<file path="src/rtl/beep_pkg.sv">
// Shared state encoding and default timing for the audible-feedback beep player.
package beep_pkg;

  localparam int unsigned DEF_HALF_BASE = 50000;
  localparam int unsigned DEF_BEEP_CYC  = 20000000;
  localparam int unsigned DEF_GAP_CYC   = 15000000;
  localparam int unsigned DEF_CW        = 32;

  typedef enum logic [1:0] {
    S_IDLE = 2'd0,
    S_BEEP = 2'd1,
    S_GAP  = 2'd2,
    S_DONE = 2'd3
  } state_e;

endpackage

</file>
<file path="src/rtl/beep_player_if.sv">
// Request/status bundle between top-level control (master) and the beep player (slave).
interface beep_player_if;

  logic       start;
  logic [1:0] count;
  logic [1:0] tone_sel;
  logic       stop;
  logic       BUZZ;
  logic       busy;
  logic       done;
  logic [1:0] beep_idx;

  modport master (
    output start, count, tone_sel, stop,
    input  BUZZ, busy, done, beep_idx
  );

  modport slave (
    input  start, count, tone_sel, stop,
    output BUZZ, busy, done, beep_idx
  );

endinterface

</file>
<file path="src/rtl/tone_gen.sv">
// Square-wave generator: starts high on the first run cycle, toggles every `half` cycles,
// and sits at 0 with a cleared counter whenever run is low.
module tone_gen #(
  parameter int unsigned CW = 32
) (
  input  logic          CLK,
  input  logic          ena,
  input  logic          run,
  input  logic [CW-1:0] half,
  output logic          wave
);

  localparam logic [CW-1:0] ONE = {{(CW-1){1'b0}}, 1'b1};

  logic [CW-1:0] cnt_q, cnt_d;
  logic          wave_q, wave_d;
  logic          run_q;

  always_comb begin
    cnt_d  = '0;
    wave_d = 1'b0;
    if (run) begin
      // A rising run restarts the tone so every beep begins on a high half-period.
      if (!run_q) begin
        cnt_d  = '0;
        wave_d = 1'b1;
      end else if (cnt_q == half - ONE) begin
        cnt_d  = '0;
        wave_d = ~wave_q;
      end else begin
        cnt_d  = cnt_q + ONE;
        wave_d = wave_q;
      end
    end
  end

  always_ff @(posedge CLK or negedge ena) begin
    if (!ena) begin
      cnt_q  <= '0;
      wave_q <= 1'b0;
      run_q  <= 1'b0;
    end else begin
      cnt_q  <= cnt_d;
      wave_q <= wave_d;
      run_q  <= run;
    end
  end

  assign wave = wave_q;

endmodule

</file>
<file path="src/rtl/beep_player.sv">
// Plays a burst of 0-3 beeps separated by silent gaps, then pulses done.
// Owns the FSM, the shared beep/gap duration counter and the beep index.
module beep_player
  import beep_pkg::*;
#(
  parameter int unsigned HALF_BASE = DEF_HALF_BASE,
  parameter int unsigned BEEP_CYC  = DEF_BEEP_CYC,
  parameter int unsigned GAP_CYC   = DEF_GAP_CYC,
  parameter int unsigned CW        = DEF_CW
) (
  input  logic          CLK,
  input  logic          ena,
  beep_player_if.slave  bus
);

  localparam logic [CW-1:0] ONE       = {{(CW-1){1'b0}}, 1'b1};
  localparam logic [CW-1:0] HB        = CW'(HALF_BASE);
  localparam logic [CW-1:0] BEEP_LAST = CW'(BEEP_CYC - 1);
  localparam logic [CW-1:0] GAP_LAST  = CW'(GAP_CYC - 1);

  state_e        state_q, state_d;
  logic [CW-1:0] dur_q, dur_d;
  logic [CW-1:0] half_q, half_d;
  logic [CW-1:0] half_raw;
  logic [1:0]    count_q, count_d;
  logic [1:0]    idx_q, idx_d;
  logic          busy_q, busy_d;
  logic          done_q, done_d;
  logic          buzz;

  always_comb begin
    state_d  = state_q;
    dur_d    = dur_q;
    half_d   = half_q;
    count_d  = count_q;
    idx_d    = idx_q;
    half_raw = HB >> bus.tone_sel;
    case (state_q)
      S_IDLE: begin
        // A simultaneous stop discards the start.
        if (bus.start && !bus.stop) begin
          idx_d   = 2'd0;
          dur_d   = '0;
          count_d = bus.count;
          half_d  = (half_raw == '0) ? ONE : half_raw;
          state_d = (bus.count == 2'd0) ? S_DONE : S_BEEP;
        end
      end
      S_BEEP: begin
        if (bus.stop) begin
          dur_d   = '0;
          state_d = S_IDLE;
        end else if (dur_q == BEEP_LAST) begin
          dur_d   = '0;
          idx_d   = idx_q + 2'd1;
          state_d = (idx_q + 2'd1 == count_q) ? S_DONE : S_GAP;
        end else begin
          dur_d = dur_q + ONE;
        end
      end
      S_GAP: begin
        if (bus.stop) begin
          dur_d   = '0;
          state_d = S_IDLE;
        end else if (dur_q == GAP_LAST) begin
          dur_d   = '0;
          state_d = S_BEEP;
        end else begin
          dur_d = dur_q + ONE;
        end
      end
      S_DONE: begin
        state_d = S_IDLE;
      end
      default: begin
        dur_d   = '0;
        state_d = S_IDLE;
      end
    endcase
    busy_d = (state_d != S_IDLE);
    done_d = (state_d == S_DONE);
  end

  always_ff @(posedge CLK or negedge ena) begin
    if (!ena) begin
      state_q <= S_IDLE;
      dur_q   <= '0;
      half_q  <= '0;
      count_q <= 2'd0;
      idx_q   <= 2'd0;
      busy_q  <= 1'b0;
      done_q  <= 1'b0;
    end else begin
      state_q <= state_d;
      dur_q   <= dur_d;
      half_q  <= half_d;
      count_q <= count_d;
      idx_q   <= idx_d;
      busy_q  <= busy_d;
      done_q  <= done_d;
    end
  end

  // Driven from the next state so the tone register is already high in the first BEEP cycle.
  tone_gen #(.CW(CW)) u_tone (
    .CLK  (CLK),
    .ena  (ena),
    .run  (state_d == S_BEEP),
    .half (half_q),
    .wave (buzz)
  );

  assign bus.BUZZ     = buzz;
  assign bus.busy     = busy_q;
  assign bus.done     = done_q;
  assign bus.beep_idx = idx_q;

endmodule

</file>
<file path="src/flat_wrapper.sv">
// flat-port wrapper written by rule: the top's interface ports become plain ports
module beep_player_flat import beep_pkg::*;
#(
  parameter int unsigned HALF_BASE = DEF_HALF_BASE,
  parameter int unsigned BEEP_CYC  = DEF_BEEP_CYC,
  parameter int unsigned GAP_CYC   = DEF_GAP_CYC,
  parameter int unsigned CW        = DEF_CW
)
  (CLK, ena, bus_start, bus_count, bus_tone_sel, bus_stop, bus_BUZZ, bus_busy, bus_done, bus_beep_idx);
  beep_player_if bus_i ();
  input  logic CLK;
  input  logic ena;
  input wire logic [$bits(bus_i.start)-1:0] bus_start;
  input wire logic [$bits(bus_i.count)-1:0] bus_count;
  input wire logic [$bits(bus_i.tone_sel)-1:0] bus_tone_sel;
  input wire logic [$bits(bus_i.stop)-1:0] bus_stop;
  output wire logic [$bits(bus_i.BUZZ)-1:0] bus_BUZZ;
  output wire logic [$bits(bus_i.busy)-1:0] bus_busy;
  output wire logic [$bits(bus_i.done)-1:0] bus_done;
  output wire logic [$bits(bus_i.beep_idx)-1:0] bus_beep_idx;
  assign bus_i.start = bus_start;
  assign bus_i.count = bus_count;
  assign bus_i.tone_sel = bus_tone_sel;
  assign bus_i.stop = bus_stop;
  assign bus_BUZZ = bus_i.BUZZ;
  assign bus_busy = bus_i.busy;
  assign bus_done = bus_i.done;
  assign bus_beep_idx = bus_i.beep_idx;
  beep_player #(.HALF_BASE(HALF_BASE), .BEEP_CYC(BEEP_CYC), .GAP_CYC(GAP_CYC), .CW(CW)) u_core (.CLK(CLK), .ena(ena), .bus(bus_i));
endmodule
</file>
<file path="config.mk">
export PLATFORM = sky130hd
export DESIGN_NAME = beep_player_flat
export DESIGN_NICKNAME = d
export VERILOG_FILES = /design/src/rtl/beep_pkg.sv /design/src/rtl/beep_player_if.sv /design/src/rtl/tone_gen.sv /design/src/rtl/beep_player.sv /design/src/flat_wrapper.sv
export SDC_FILE = /design/constraint.sdc
export NUM_CORES = 1
export LEC_CHECK = 0
export CELL_PAD_IN_SITES_DETAIL_PLACEMENT = 0
export CELL_PAD_IN_SITES_GLOBAL_PLACEMENT = 1
export CORE_AREA = 2 2 107 109
export DETAILED_ROUTE_END_ITERATION = 10
export DIE_AREA = 0 0 109 111
export HOLD_SLACK_MARGIN = 0.08
export PLACE_DENSITY_LB_ADDON = 0.12
export SLEW_MARGIN = 10
export SYNTH_ARGS = -nofsm -noshare
export SYNTH_HDL_FRONTEND = slang
export SYNTH_SLANG_ARGS = --single-unit
</file>
<file path="constraint.sdc">
create_clock -name CLK -period 4.5 [get_ports CLK]
set_input_delay 0.675 -clock CLK [delete_from_list [all_inputs] [get_ports CLK]]
set_output_delay 0.675 -clock CLK [all_outputs]
set_load 0.05 [all_outputs]
</file>
==> metrics.cfg <==
[cells_and_area]
final_area_sq_um=5640
nets=596
final_cells=723
mostFrequentLayoutCells=83 x dfrtp_1, 61 x nand2_1, 52 x nor2_1
layout_commonest_cell=dfrtp_1
diodes=0
finish.utilization_pct=51.0
drive_gt1_share_pct=5.17
syn_to_final_growth_pct=10.7

[place]
hpwl_um=8810
numPortBuffers=12
gp_congestion=0.873
place_inst=707
dpl_cell_area_sq_um=5310
dp_slack_ns=0.674

[sta]
period_share_pct=86.4
worst_slew_pin_slew_ns=1.04
slew_headroom_pct=30.9
timing.final.ws_setup_ns=0.613
finClkSkew_ns=0.00609
rsz0062_at_grt=false
tns_ns=0
slew_viol_final=0
finalHoldViolCount=0
fin_crit_ns=3.89
fmax_mhz=257
finalSetupViolations=0

[routing]
routed_via_density=5.79
vias=4185
post-route-drc-count=0
totalWireLength_um=12700
ant_nets=0
wl_per_cell_um=17.5
dr.pass1.iters=4
drt_iter0_drc=292

[power_and_ir_drop]
p_leak_uw=0.00230
vdd_ir_drop_max_mv=0.335
power_density_nw_per_um2=462

[logic_synthesis]
yosysTopAreaCellShare_pct=40.7
ys_types=54
avgSynthCellArea_sq_um=8.88
synth-main-ff-cell=dfrtp_1
yosysWarningCount=0
async_flop_share_pct=100
synth.largest_area_cell=dfrtp_1
synth_edf_count=0
synth_cells=574
yosys-top-cells-area=dfrtp_1 41%, xnor2_1 5.8%, xor2_1 5.3%
syn_area_sq_um=5100
ys_seq_area_share_pct=40.7
synth_nets=595
ys_ff_latch=83

[worst_setup_path]
cp_data_arrival_time_ns=4.06
crit_type=register to register
cpLargestDelayFamily=simple AND/OR/NAND/NOR gates
cp_slowest_cell=or4b_2
cp-end-kind=register
reg2reg_slack_ns=0.61
worstSetupStartpointType=register
path_buf_inv=2
max_stage_delay_ns=0.64
cp_max_fo=31
path_cells=inv_1 > ha_1 > or4b_2 > nor4_1 > ha_1 > xor2_1 > nand3_1 > a311oi_1 > nand2_1 > nor4_4 > buf_4 > nor4_1
required_ns=4.67

[grt]
grtUsageMet2_pct=38.4
grt.busiest_layer=met2
overflow=0
grt_pass1_vias=4117
grt_util_all_layers_pct=22.6
antenna_found_initial=0
use_met1_pct=29.2
grt_pass1_wl_um=21400
grt.met3_usage_pct=4.70
grt_max_degree=45

[floorplan]
dieArea_sq_um=12100
core_sq_um=11100
initial_core_util_pct=46.0
die_w_um=109
dieHeight_um=111
rows=39
ios=13

[clock_tree]
htree_levels=3
clk_latency_ns=0.34
cts_tree=yes
cts_resized=0
clockBufferDepth=2
root_buffer=clkbuf_16
cts_num_sinks=83
post_cts_buffers=0
numCtsBuffers=9
cts_hold_buf=0
cts.clk_slew.worst_paths_ns=0.06

[run]
cap_violations=0

[status]
status=completed

[hold_path]
min_path_type=input pin to asynchronous set/reset pin

[registers in the layout, indices dropped and copies added, names as in the netlist]
| register | flops |
|---|---|
| u_core.dur_q | 32 |
| u_core.u_tone.cnt_q | 32 |
| u_core.half_q | 9 |
| u_core.bus.beep_idx | 2 |
| u_core.count_q | 2 |
| u_core.state_q | 2 |
| u_core.bus.busy | 1 |
| u_core.bus.done | 1 |
| u_core.u_tone.run_q | 1 |
| u_core.u_tone.wave | 1 |
[Yosys cell counts (18+ instances only)]
| master | number |
|---|---|
| o21ai_0 | 22 |
| clkbuf_1 | 21 |
| nand4_1 | 23 |
| nand3_1 | 29 |
| and3_1 | 18 |
| xor2_1 | 31 |
| dfrtp_1 | 83 |
| nor4_1 | 43 |
| nor2_1 | 52 |
| inv_1 | 22 |
| xnor2_1 | 34 |
| nand2_1 | 61 |
[cell families (layout without fill, tap and decap cells)]
kind of cell               after synthesis  in the layout  synth area share, %
AOI/OAI and AO/OA                       62             62                 7.83
xor gates and xnor gates                65             65                 11.2
adders and majority gates               13             13                 3.19
buffers and inverters                   50             56                 4.29
DFF                                     83             83                 40.7
muxes                                    5              5                 1.03
and+or+nand+nor                        296            296                 31.8
[path summary, 6_finish.rpt]
path | startpoint | end | cells after the start
min in group CLK | u_core.dur_q[29] | u_core.dur_q[29] | 1
hold / removal | ena | u_core.half_q[15] | 1
max in group asynchronous | ena | u_core.dur_q[9] | 2
setup reg to reg | u_core.half_q[11] | u_core.u_tone.cnt_q[28] | 12
hold reg to reg | u_core.dur_q[29] | u_core.dur_q[29] | 1
setup / recovery | u_core.half_q[11] | u_core.u_tone.cnt_q[28] | 12
[worst reg2reg max path, stage by stage, from the launching register on]
cell,delay [ns]
dfrtp_1,0.45
inv_1,0.16
ha_1,0.23
or4b_2,0.64
nor4_1,0.45
ha_1,0.35
xor2_1,0.14
nand3_1,0.09
a311oi_1,0.35
nand2_1,0.15
nor4_4,0.22
buf_4,0.37
nor4_1,0.12
[routing by layer]
layer,up-vias,wire [um]
li1,2073,-
met3,11,310
met4,0,191
met2,60,6420
met1,2041,5750
met5,-,0
[per-stage QoR]
step	total power (uW)	hold WS, ns
global route	2780	0.385
finish	2610	0.344
CTS	2640	0.365
detailed placement	1800	0.513
floorplan	1550	0.379
global placement	1790	0.510
[report_power, final]
| part | switching [uW] | total [uW] | internal [uW] | leakage, uW |
|---|---|---|---|---|
| sequential | 124 | 950 | 826 | 0.00113 |
| combinational | 548 | 825 | 277 | 0.00101 |
| clock | 315 | 833 | 519 | 0.000158 |
| total | 986 | 2610 | 1620 | 0.00230 |
[cell type report]
cell class	count	area, sq um
clock buffer	11	253
clock inverter	5	83.8
fill	1044	5430
inverter	22	82.6
multi-input combinational	441	2810
sequential	83	2080
tap	143	179
timing repair buffer	18	163
(Power assumes the default switching activity.)
